File: config.mk
export PLATFORM = sky130hd
export DESIGN_NAME = neuron_layer_sequencer_flat
export DESIGN_NICKNAME = d
export VERILOG_FILES = /design/src/rtl/neuron_layer_sequencer_pkg.sv /design/src/rtl/neuron_layer_sequencer_if.sv /design/src/rtl/neuron_layer_sequencer_mac.sv /design/src/rtl/neuron_layer_sequencer.sv /design/src/flat_wrapper.sv
export SDC_FILE = /design/constraint.sdc
export NUM_CORES = 1
export LEC_CHECK = 0
export BUFFER_PORTS_ARGS = -buffer_cell sky130_fd_sc_hd__buf_2
export CAP_MARGIN = 20
export CORE_UTILIZATION = 66
export CTS_BUF_LIST = sky130_fd_sc_hd__clkbuf_4
export DETAILED_ROUTE_END_ITERATION = 16
export PLACE_DENSITY = 0.85
export SYNTH_ARGS = -nofsm -noshare
export SYNTH_HDL_FRONTEND = slang
export SYNTH_SLANG_ARGS = --single-unit
File: constraint.sdc
create_clock -name clk -period 5.9 [get_ports clk]
set_clock_uncertainty 0.05 [all_clocks]
set_input_delay 0.59 -clock clk [delete_from_list [all_inputs] [get_ports clk]]
set_output_delay 0.59 -clock clk [all_outputs]
set_load 0.02 [all_outputs]
File: src/rtl/neuron_layer_sequencer_pkg.sv
// Shared types and helpers for the fully-connected layer sequencer.
package neuron_layer_sequencer_pkg;

  localparam int DEF_WORD_LENGTH = 16;
  localparam int DEF_FRAC_BITS   = 8;

  typedef enum logic [2:0] {
    S_IDLE  = 3'd0,
    S_RUN   = 3'd1,
    S_DRAIN = 3'd2,
    S_ACT   = 3'd3,
    S_WRITE = 3'd4,
    S_DONE  = 3'd5
  } state_t;

  // Index width for a table of 'depth' entries; never narrower than one bit.
  function automatic int addr_w(input int depth);
    return (depth > 1) ? $clog2(depth) : 1;
  endfunction

endpackage

File: src/rtl/neuron_layer_sequencer_if.sv
// Memory read bus and result stream between the sequencer, its memories and the next layer.
interface neuron_layer_sequencer_if #(
  parameter int WORD_LENGTH = 16,
  parameter int NUM_INPUTS  = 4,
  parameter int NUM_NEURONS = 2
) ();
  import neuron_layer_sequencer_pkg::*;

  localparam int XA_W = addr_w(NUM_INPUTS);
  localparam int WA_W = addr_w(NUM_NEURONS * NUM_INPUTS);
  localparam int NA_W = addr_w(NUM_NEURONS);

  logic                          rd_en;
  logic        [XA_W-1:0]        x_addr;
  logic        [WA_W-1:0]        w_addr;
  logic signed [WORD_LENGTH-1:0] x_data;
  logic signed [WORD_LENGTH-1:0] w_data;
  logic                          out_valid;
  logic                          out_ready;
  logic        [NA_W-1:0]        out_addr;
  logic signed [WORD_LENGTH-1:0] out_data;

  modport master (
    output rd_en, x_addr, w_addr, out_valid, out_addr, out_data,
    input  x_data, w_data, out_ready
  );

  modport slave (
    input  rd_en, x_addr, w_addr, out_valid, out_addr, out_data,
    output x_data, w_data, out_ready
  );

endinterface

File: src/rtl/neuron_layer_sequencer_mac.sv
// Single signed multiply-accumulate; clear has priority over accumulate.
module neuron_layer_sequencer_mac #(
  parameter int WORD_LENGTH = 16,
  parameter int ACC_W       = 34
) (
  input  logic                          clk,
  input  logic                          rst_n,
  input  logic                          clr,
  input  logic                          en,
  input  logic signed [WORD_LENGTH-1:0] a,
  input  logic signed [WORD_LENGTH-1:0] b,
  output logic signed [ACC_W-1:0]       acc
);

  logic signed [2*WORD_LENGTH-1:0] prod;
  logic signed [ACC_W-1:0]         prod_ext;

  assign prod     = a * b;
  assign prod_ext = ACC_W'(prod);

  // Accumulator: full-precision products summed without overflow.
  always_ff @(posedge clk or negedge rst_n) begin
    if (!rst_n)   acc <= '0;
    else if (clr) acc <= '0;
    else if (en)  acc <= acc + prod_ext;
  end

endmodule

File: src/rtl/neuron_layer_sequencer.sv
// Sequences one fully-connected layer through a shared MAC, then ReLU/saturates each neuron
// result and hands it downstream on a valid/ready port.
module neuron_layer_sequencer
  import neuron_layer_sequencer_pkg::*;
#(
  parameter int WORD_LENGTH = DEF_WORD_LENGTH,
  parameter int FRAC_BITS   = DEF_FRAC_BITS,
  parameter int NUM_INPUTS  = 4,
  parameter int NUM_NEURONS = 2
) (
  input  logic                       clk,
  input  logic                       rst_n,
  input  logic                       start,
  input  logic                       abort,
  output logic                       busy,
  output logic                       done,
  neuron_layer_sequencer_if.master   bus
);

  localparam int XA_W  = addr_w(NUM_INPUTS);
  localparam int WA_W  = addr_w(NUM_NEURONS * NUM_INPUTS);
  localparam int NA_W  = addr_w(NUM_NEURONS);
  localparam int ACC_W = 2 * WORD_LENGTH + $clog2(NUM_INPUTS);
  localparam logic signed [ACC_W-1:0] RES_MAX =
    {{(ACC_W - WORD_LENGTH + 1){1'b0}}, {(WORD_LENGTH - 1){1'b1}}};

  state_t                        state, state_nx;
  logic        [XA_W-1:0]        i_cnt;
  logic        [NA_W-1:0]        n_cnt;
  logic                          vld_p0;
  logic                          clr;
  logic signed [ACC_W-1:0]       acc;
  logic signed [WORD_LENGTH-1:0] out_data_r;
  logic        [NA_W-1:0]        out_addr_r;
  logic                          last_i, last_n;

  // Rescale the Q-format sum, clamp negatives to zero and positives to the word maximum.
  function automatic logic signed [WORD_LENGTH-1:0] relu_sat(input logic signed [ACC_W-1:0] a);
    logic signed [ACC_W-1:0] res;
    res = a >>> FRAC_BITS;
    if (res[ACC_W-1] || (res == '0)) return '0;
    else if (res > RES_MAX)          return RES_MAX[WORD_LENGTH-1:0];
    else                             return res[WORD_LENGTH-1:0];
  endfunction

  assign last_i = (i_cnt == XA_W'(NUM_INPUTS - 1));
  assign last_n = (n_cnt == NA_W'(NUM_NEURONS - 1));

  assign bus.x_addr   = i_cnt;
  assign bus.w_addr   = WA_W'(int'(n_cnt) * NUM_INPUTS + int'(i_cnt));
  assign bus.out_data = out_data_r;
  assign bus.out_addr = out_addr_r;

  // Accumulator is cleared at layer start and when moving on to the next neuron.
  assign clr = ((state == S_IDLE) && start) ||
               ((state == S_WRITE) && bus.out_ready && !last_n);

  // State register.
  always_ff @(posedge clk or negedge rst_n) begin
    if (!rst_n) state <= S_IDLE;
    else        state <= state_nx;
  end

  // Next-state logic; abort from any active state wins over everything else.
  always_comb begin
    state_nx = state;
    if (abort && (state != S_IDLE)) begin
      state_nx = S_IDLE;
    end else begin
      case (state)
        S_IDLE:  if (start) state_nx = S_RUN;
        S_RUN:   if (last_i) state_nx = S_DRAIN;
        S_DRAIN: state_nx = S_ACT;
        S_ACT:   state_nx = S_WRITE;
        S_WRITE: if (bus.out_ready) state_nx = last_n ? S_DONE : S_RUN;
        S_DONE:  state_nx = S_IDLE;
        default: state_nx = S_IDLE;
      endcase
    end
  end

  // Moore outputs decoded from the current state.
  always_comb begin
    busy          = 1'b0;
    done          = 1'b0;
    bus.rd_en     = 1'b0;
    bus.out_valid = 1'b0;
    case (state)
      S_RUN:   begin busy = 1'b1; bus.rd_en = 1'b1; end
      S_DRAIN: busy = 1'b1;
      S_ACT:   busy = 1'b1;
      S_WRITE: begin busy = 1'b1; bus.out_valid = 1'b1; end
      S_DONE:  done = 1'b1;
      default: ;
    endcase
  end

  // Input index i and neuron index n.
  always_ff @(posedge clk or negedge rst_n) begin
    if (!rst_n) begin
      i_cnt <= '0;
      n_cnt <= '0;
    end else if (abort && (state != S_IDLE)) begin
      i_cnt <= '0;
      n_cnt <= '0;
    end else begin
      case (state)
        S_IDLE: if (start) begin i_cnt <= '0; n_cnt <= '0; end
        S_RUN:  i_cnt <= last_i ? '0 : i_cnt + 1'b1;
        S_WRITE: if (bus.out_ready) begin
          i_cnt <= '0;
          if (!last_n) n_cnt <= n_cnt + 1'b1;
        end
        S_DONE: n_cnt <= '0;
        default: ;
      endcase
    end
  end

  // ---- p0: memory read latency; data on x_data/w_data is valid when vld_p0 is high ----
  always_ff @(posedge clk or negedge rst_n) begin
    if (!rst_n) vld_p0 <= 1'b0;
    else        vld_p0 <= bus.rd_en && !abort;
  end

  // ---- p1: multiply-accumulate ----
  neuron_layer_sequencer_mac #(
    .WORD_LENGTH (WORD_LENGTH),
    .ACC_W       (ACC_W)
  ) u_mac (
    .clk   (clk),
    .rst_n (rst_n),
    .clr   (clr),
    .en    (vld_p0),
    .a     (bus.x_data),
    .b     (bus.w_data),
    .acc   (acc)
  );

  // ---- p2: activation result register, held through the WRITE stall ----
  always_ff @(posedge clk or negedge rst_n) begin
    if (!rst_n) begin
      out_data_r <= '0;
      out_addr_r <= '0;
    end else if ((state == S_ACT) && !abort) begin
      out_data_r <= relu_sat(acc);
      out_addr_r <= n_cnt;
    end
  end

endmodule

File: src/flat_wrapper.sv
// flat-port wrapper written by rule: the top's interface ports become plain ports
module neuron_layer_sequencer_flat import neuron_layer_sequencer_pkg::*;
#(
  parameter int WORD_LENGTH = DEF_WORD_LENGTH,
  parameter int FRAC_BITS   = DEF_FRAC_BITS,
  parameter int NUM_INPUTS  = 4,
  parameter int NUM_NEURONS = 2
)
  (clk, rst_n, start, abort, busy, done, bus_rd_en, bus_x_addr, bus_w_addr, bus_out_valid, bus_out_addr, bus_out_data, bus_x_data, bus_w_data, bus_out_ready);
  neuron_layer_sequencer_if #(.WORD_LENGTH(WORD_LENGTH), .NUM_INPUTS(NUM_INPUTS), .NUM_NEURONS(NUM_NEURONS)) bus_i ();
  input  logic clk;
  input  logic rst_n;
  input  logic start;
  input  logic abort;
  output logic busy;
  output logic done;
  output wire logic [$bits(bus_i.rd_en)-1:0] bus_rd_en;
  output wire logic [$bits(bus_i.x_addr)-1:0] bus_x_addr;
  output wire logic [$bits(bus_i.w_addr)-1:0] bus_w_addr;
  output wire logic [$bits(bus_i.out_valid)-1:0] bus_out_valid;
  output wire logic [$bits(bus_i.out_addr)-1:0] bus_out_addr;
  output wire logic [$bits(bus_i.out_data)-1:0] bus_out_data;
  input wire logic [$bits(bus_i.x_data)-1:0] bus_x_data;
  input wire logic [$bits(bus_i.w_data)-1:0] bus_w_data;
  input wire logic [$bits(bus_i.out_ready)-1:0] bus_out_ready;
  assign bus_rd_en = bus_i.rd_en;
  assign bus_x_addr = bus_i.x_addr;
  assign bus_w_addr = bus_i.w_addr;
  assign bus_out_valid = bus_i.out_valid;
  assign bus_out_addr = bus_i.out_addr;
  assign bus_out_data = bus_i.out_data;
  assign bus_i.x_data = bus_x_data;
  assign bus_i.w_data = bus_w_data;
  assign bus_i.out_ready = bus_out_ready;
  neuron_layer_sequencer #(.WORD_LENGTH(WORD_LENGTH), .FRAC_BITS(FRAC_BITS), .NUM_INPUTS(NUM_INPUTS), .NUM_NEURONS(NUM_NEURONS)) u_core (.clk(clk), .rst_n(rst_n), .start(start), .abort(abort), .busy(busy), .done(done), .bus(bus_i));
endmodule
==> results.toml, run 1 <==
[final_layout]
synthToLayoutAreaGrowth_pct = 14.0
antenna_cells = 0
postLayoutCellArea_um2 = 16000
drive_above_1_share = 0.162
finalCoreUtilization = 0.779
nets = 2146

[clock_tree]
hold_buffers = 0
clk_latency_ps = 410
cts_tree = "done"
cts_max_path_buffers = 2
clkTransAtPathRegs_ps = 90
cts_buffers = 9
htreeDepth = 3
cts-root-buf = "clkbuf_4"
cts.sinks = 58

[drt]
antenna_left = 0
dr.first_iter.drc_count = 577
firstDrtPassIters = 6
wire_per_inst_um = 17.3
vias = 11100
drcViolationCount = 0
wirelength_mm = 34.2
vias_per_cell = 5.59

[die]
die_y_um = 148
start_util = 0.683
ios = 63
dieWidth_um = 148
core-area_um2 = 20500
core.rowCount = 52
dieArea_um2 = 21800

[timing]
fmax_ghz = 0.171
tightest_slew_ps = 748
finalSetupViolCount = 0
period_minus_slack_ps = 5840
hold_viol_final = 0
period_share = 0.989
slew_violations = 0
relSlewSlack = 0.502

[synthesis]
synth_top_family_by_area = "adder cells"
yosysSeqAreaShare = 0.104
synthArstFlopShare = 1.00
synth_fa_ha_area_frac = 0.528
synth_compound_gate_area_share = 0.0755
yosysTopAreaCell = "fa_1"
synthSimpleGateAreaFrac = 0.155
syn_nets = 1964
synth_cell_types = 69
synthTopCellsByCount = "inv_1 (351), fa_1 (305), nand2_1 (175)"
yosys_warnings = 0
synth_area_um2 = 14000
synth_ff_type = "dfrtp_1"
ys_ff_latch = 58
synth_area_leaders = "fa_1 (44%), dfrtp_1 (10%), inv_1 (9.4%)"
avgSynthCellArea_um2 = 9.22
yosysTopAreaCellShare = 0.436
synth-xor-area-share = 0.0175
synth.most_common_cell = "inv_1"
yosys-mux-area-fraction = 0.00795
synth_edf_count = 0
postSynthCellCount = 1519

[placed_design]
placed_area_um2 = 15700
dpl.hpwl_mm = 29.7
io_buffers = 62
gp_congestion = 0.968

[hold_path]
hold_path.class = "in2async"

[global_route]
grt_pass1_vias = 12500
antenna_found_initial = 0
grt_overflow_total = 0
grt_usage = 0.337
grt_pass1_wl_mm = 57.3
grt_max_degree = 59

[setup_path]
timing.rr.end = "u_core.u_mac.acc[30]"
crit_fanout = 10
path_common_cell = "fa_1"
crit_chain = "buf_2 -> and2_1 -> fa_2 -> buf_4 -> fa_1 -> inv_1 -> fa_1 -> inv_1 -> fa_1 -> fa_1 -> inv_1 -> fa_1 -> inv_1 -> ha_2 -> nand3_4 -> or3_4 -> o31ai_4 -> o21ai_1 -> and3_1 -> o31ai_1"
crit_path_top_delay_cell = "fa_1"
path_class = "in2reg"
reg2reg_slack_ps = 760
critPathArrivalTime_ps = 6100
endpoint_kind = "flip-flop"
r2r_start = "u_core.u_mac.acc[15]"
reg2regPathDepth = 17
crit_path_start_kind = "input port"
critPathMaxStageDelay_ps = 520
cp_data_required_time_ps = 6170

[flow_run]
max_cap_viol_count = 0

[outcome]
status = "finished, final reports clean"
[worst max-delay path: cells and delay by family]
kind | cells | cell delay [ps]
AND/OR/NAND/NOR | 4 | 920
AO/OA/AOI/OAI | 3 | 620
adder cells (fa/ha/maj) | 7 | 3350
buffers and inverters | 6 | 610
[cell usage in the layout, fill, tap and decap left out, drive strengths merged, types with 6 or more instances in the layout]
| cell type | n |
|---|---|
| inv | 351 |
| fa | 305 |
| buf | 223 |
| nand2 | 176 |
| and2 | 119 |
| ha | 103 |
| nor2 | 73 |
| dfrtp | 58 |
| o21ai | 49 |
| a21oi | 38 |
| nand3 | 22 |
| xnor2 | 21 |
| clkbuf | 16 |
| a21o | 13 |
| nor3 | 13 |
| mux2i | 10 |
| a211oi | 9 |
| a31oi | 8 |
| nor4 | 8 |
| xor2 | 7 |
| nand2b | 6 |
| o21bai | 6 |
| and3 | 6 |
[sequential cells by signal, summed over array words and instances, names as in the netlist]
name	cells
u_core.vld_p0	1
u_core.bus.x_addr	2
u_core.bus.out_addr	1
u_core.last_n	1
u_core.bus.out_data	16
u_core.state	3
u_core.u_mac.acc	34
[worst max path at each step]
stage,startpoint,to,slack [ps],cells past startpoint
floorplan,bus_w_data[2],u_core.u_mac.acc[32],2,21
global placement,bus_w_data[3],u_core.u_mac.acc[33],-550,22
detailed placement,bus_x_data[15],u_core.u_mac.acc[33],-620,22
CTS,bus_x_data[15],u_core.u_mac.acc[30],10,20
global route,bus_w_data[2],u_core.u_mac.acc[30],-50,21
finish,bus_w_data[3],u_core.u_mac.acc[30],60,20
[area by class of cell]
| type | instances | area [um^2] |
|---|---|---|
| Clock inverter | 4 | 42.5 |
| Inverter | 352 | 1320 |
| Timing Repair Buffer | 227 | 1620 |
| Clock buffer | 12 | 90.1 |
| Tap cell | 270 | 338 |
| Multi-Input combinational cell | 1053 | 11100 |
| Fill cell | 1362 | 4540 |
| Sequential cell | 58 | 1450 |
[kinds of logic (layout without fill, tap and decap cells)]
family | after synthesis | in the layout
xor gates and xnor gates | 28 | 28
and+or+nand+nor | 447 | 447
AOI/OAI and AO/OA | 159 | 159
DFF | 58 | 58
muxes | 11 | 11
adders and majority gates | 408 | 408
buffers and inverters | 408 | 595
[per-stage QoR]
step / setup slack, ps / std cells / hold slack (ps) / TNS (ps)
final: 62.5 / 1976 / 259 / 0
after global routing: -54.2 / 1976 / 299 / -113
after CTS: 10.2 / 1974 / 281 / 0
after detailed placement: -622 / 1958 / 416 / -3990
after global placement: -551 / 1957 / 409 / -2110
after floorplan: 1.70 / 1519 / 244 / 0
[metal layers]
metal  wire [um]  GRT usage  part of all wire
met2       18700      0.626              0.55
met4        1460      0.149             0.043
met5           0          0                 0
met3        1820     0.0389             0.053
met1       12200      0.392              0.36
[what timing repair did]
action | CTS | global route
gates resized for setup | 3 | 18
buffers inserted | 0 | 1
pin swaps | 0 | 4
setup endpoints to repair | 1 | 9
gates cloned | 0 | 0
Power of run 1 is left out: the tool's default activity adds up to more than one toggle a clock period on the data nets, which glitch-free logic cannot reach.
==> inputs of run 2 (changes only) <==
--- a/config.mk
+++ b/config.mk
@@ -10,7 +10,9 @@
 export CORE_UTILIZATION = 66
 export CTS_BUF_LIST = sky130_fd_sc_hd__clkbuf_4
 export DETAILED_ROUTE_END_ITERATION = 16
+export MAX_ROUTING_LAYER = met4
 export PLACE_DENSITY = 0.85
 export SYNTH_ARGS = -nofsm -noshare
 export SYNTH_HDL_FRONTEND = slang
+export SYNTH_HIERARCHICAL = 1
 export SYNTH_SLANG_ARGS = --single-unit
==> results.toml, run 2 <==
[outcome]
status = "finished, final reports clean"

[die]
dieWidth_um = 147
core.rowCount = 52
core-area_um2 = 20400
start_util = 0.680
dieArea_um2 = 21600
die_y_um = 147
ios = 63

[clock_tree]
cts_buffers = 9
cts-root-buf = "clkbuf_4"
cts.sinks = 58
cts_tree = "done"
cts_max_path_buffers = 2
clkTransAtPathRegs_ps = 100
clk_latency_ps = 400
htreeDepth = 3

[timing]
slew_violations = 0
hold_viol_final = 0
period_share = 0.994
relSlewSlack = 0.234
finalSetupViolCount = 0
tightest_slew_ps = 1150
fmax_ghz = 0.171
fin_tns_setup_ps = 0
period_minus_slack_ps = 5860

[flow_run]
max_cap_viol_count = 0

[setup_path]
endpoint_kind = "flip-flop"
crit_path_start_kind = "input port"
crit_fanout = 8
critPathArrivalTime_ps = 6130
path_class = "in2reg"
cp_data_required_time_ps = 6170

[placed_design]
dpl.hpwl_mm = 29.4
gp_congestion = 0.899
placed_area_um2 = 15500
io_buffers = 62
place_inst = 1911

[synthesis]
synthTopCellsByCount = "inv_1 (350), fa_1 (305), nand2_1 (159)"
ys_ff_latch = 58
synth_cell_types = 68
yosysTopAreaCellShare = 0.440
postSynthCellCount = 1481
synth.most_common_cell = "inv_1"
avgSynthCellArea_um2 = 9.37
syn_nets = 1926
synth_area_leaders = "fa_1 (44%), dfrtp_1 (10%), inv_1 (9.5%)"
yosysSeqAreaShare = 0.105
synthArstFlopShare = 1.00
synth_ff_type = "dfrtp_1"
synth_edf_count = 0
yosys_warnings = 6
synth_area_um2 = 13900
yosysTopAreaCell = "fa_1"

[global_route]
antenna_found_initial = 0
grt_overflow_total = 0
grt_max_degree = 59
grt_pass1_wl_mm = 57.4
grt_pass1_vias = 12100
grt_usage = 0.350

[drt]
drcViolationCount = 0
vias = 10900
highest_layer = "met4"
wire_per_inst_um = 17.9
wirelength_met1_mm = 12.9
met2_length_mm = 18.6
vias_per_cell = 5.64
wirelength_mm = 34.5
dr.first_iter.drc_count = 761
wl_met3_mm = 1.53
firstDrtPassIters = 5
antenna_left = 0

[final_layout]
top_register = "u_core/u_mac/acc"
antenna_cells = 0
synthToLayoutAreaGrowth_pct = 14.2
finalCoreUtilization = 0.776
final_common_cell = "inv_1"
final_cell_mix = "inv_1 (345), fa_1 (300), buf_4 (160), nand2_1 (154), and2_1 (115)"
nets = 2101
drive_above_1_share = 0.173
postLayoutCellArea_um2 = 15900
largest_reg_flops = 34
stdcell_count = 1931

[hold_path]
hold_path.class = "in2async"
## run 2: cell count changes in the layout (fill, tap and decap cells not counted), moves of 5 or more
cell / before / now
nor4_1: 6 / 0
nand2_1: 173 / 154
and3_1: 5 / 0
buf_2: 58 / 47
nand3_1: 20 / 14
a21oi_1: 36 / 47
xor2_1: 7 / 12
inv_1: 350 / 345
nor2_1: 71 / 64
nor3_1: 11 / 5
## run 2: repair_timing
item | in CTS | in global routing
endpoints found under the setup margin | 2 | 12
pin swaps | 0 | 23
setup buffers | 0 | 4
hold buffers | 0 | 0
gates resized for setup | 2 | 57
## run 2: logic make-up (layout without fill, tap and decap cells)
logic type      count (synthesis)  in the layout  synth area share
mux                            13             13           0.00937
buf+inv                       406            586             0.111
xor+xnor                       31             31            0.0196
compound gates                168            168            0.0814
flops                          58             58             0.105
fa+ha+maj                     408            408             0.533
simple gates                  397            397             0.141
## run 2: worst max-delay path, stage by stage
cell,delay [ps]
clkbuf_4,180
and2_4,190
fa_1,550
inv_1,70
fa_1,460
fa_1,510
inv_1,50
fa_1,500
fa_1,500
inv_1,50
fa_1,530
inv_1,80
ha_4,280
nand2_1,80
o211ai_1,290
o211ai_4,190
a21oi_4,230
a311oi_4,150
buf_4,170
o31a_2,310
o211ai_1,170
## run 2: worst paths after layout
path	slack, ps	start	end	depth (start not counted)
worst max register to register	630	u_core/u_mac/acc[15]	u_core/u_mac/acc[23]	17
max in group asynchronous	5030	rst_n	u_core/bus.out_data[9]	2
worst max-delay path	40	bus_x_data[10]	u_core/u_mac/acc[31]	21
worst min-delay path	270	rst_n	u_core/state[2]	2
min in group clk	380	abort	u_core/state[2]	2
worst min register to register	440	u_core/bus.out_addr	u_core/bus.out_addr	2
## run 2: cell type report
class                   instances  area [um^2]
repair buffers                220         1580
clock buffers                   9         67.6
well taps                     270          338
clock inverters                 7         60.1
flip-flops and latches         58         1450
inverters                     350         1310
fillers                      1323         4570
multi-input cells            1017        11000
## run 2: layer usage
metal | track usage | vias up
met5 | - | -
met4 | 0.140 | 0
met3 | 0.0407 | 112
met2 | 0.611 | 376
met1 | 0.415 | 5573
li1 | - | 4822
## run 2: per-stage QoR
stage | setup WS [ps] | hold WS, ps
5_1_grt | -61.3 | 325
3_5_place_dp | -437 | 419
4_1_cts | 13.1 | 296
3_3_place_gp | -333 | 410
2_1_floorplan | 11.4 | 244
6_report | 37.0 | 268
Power of run 2 is left out for the same reason.
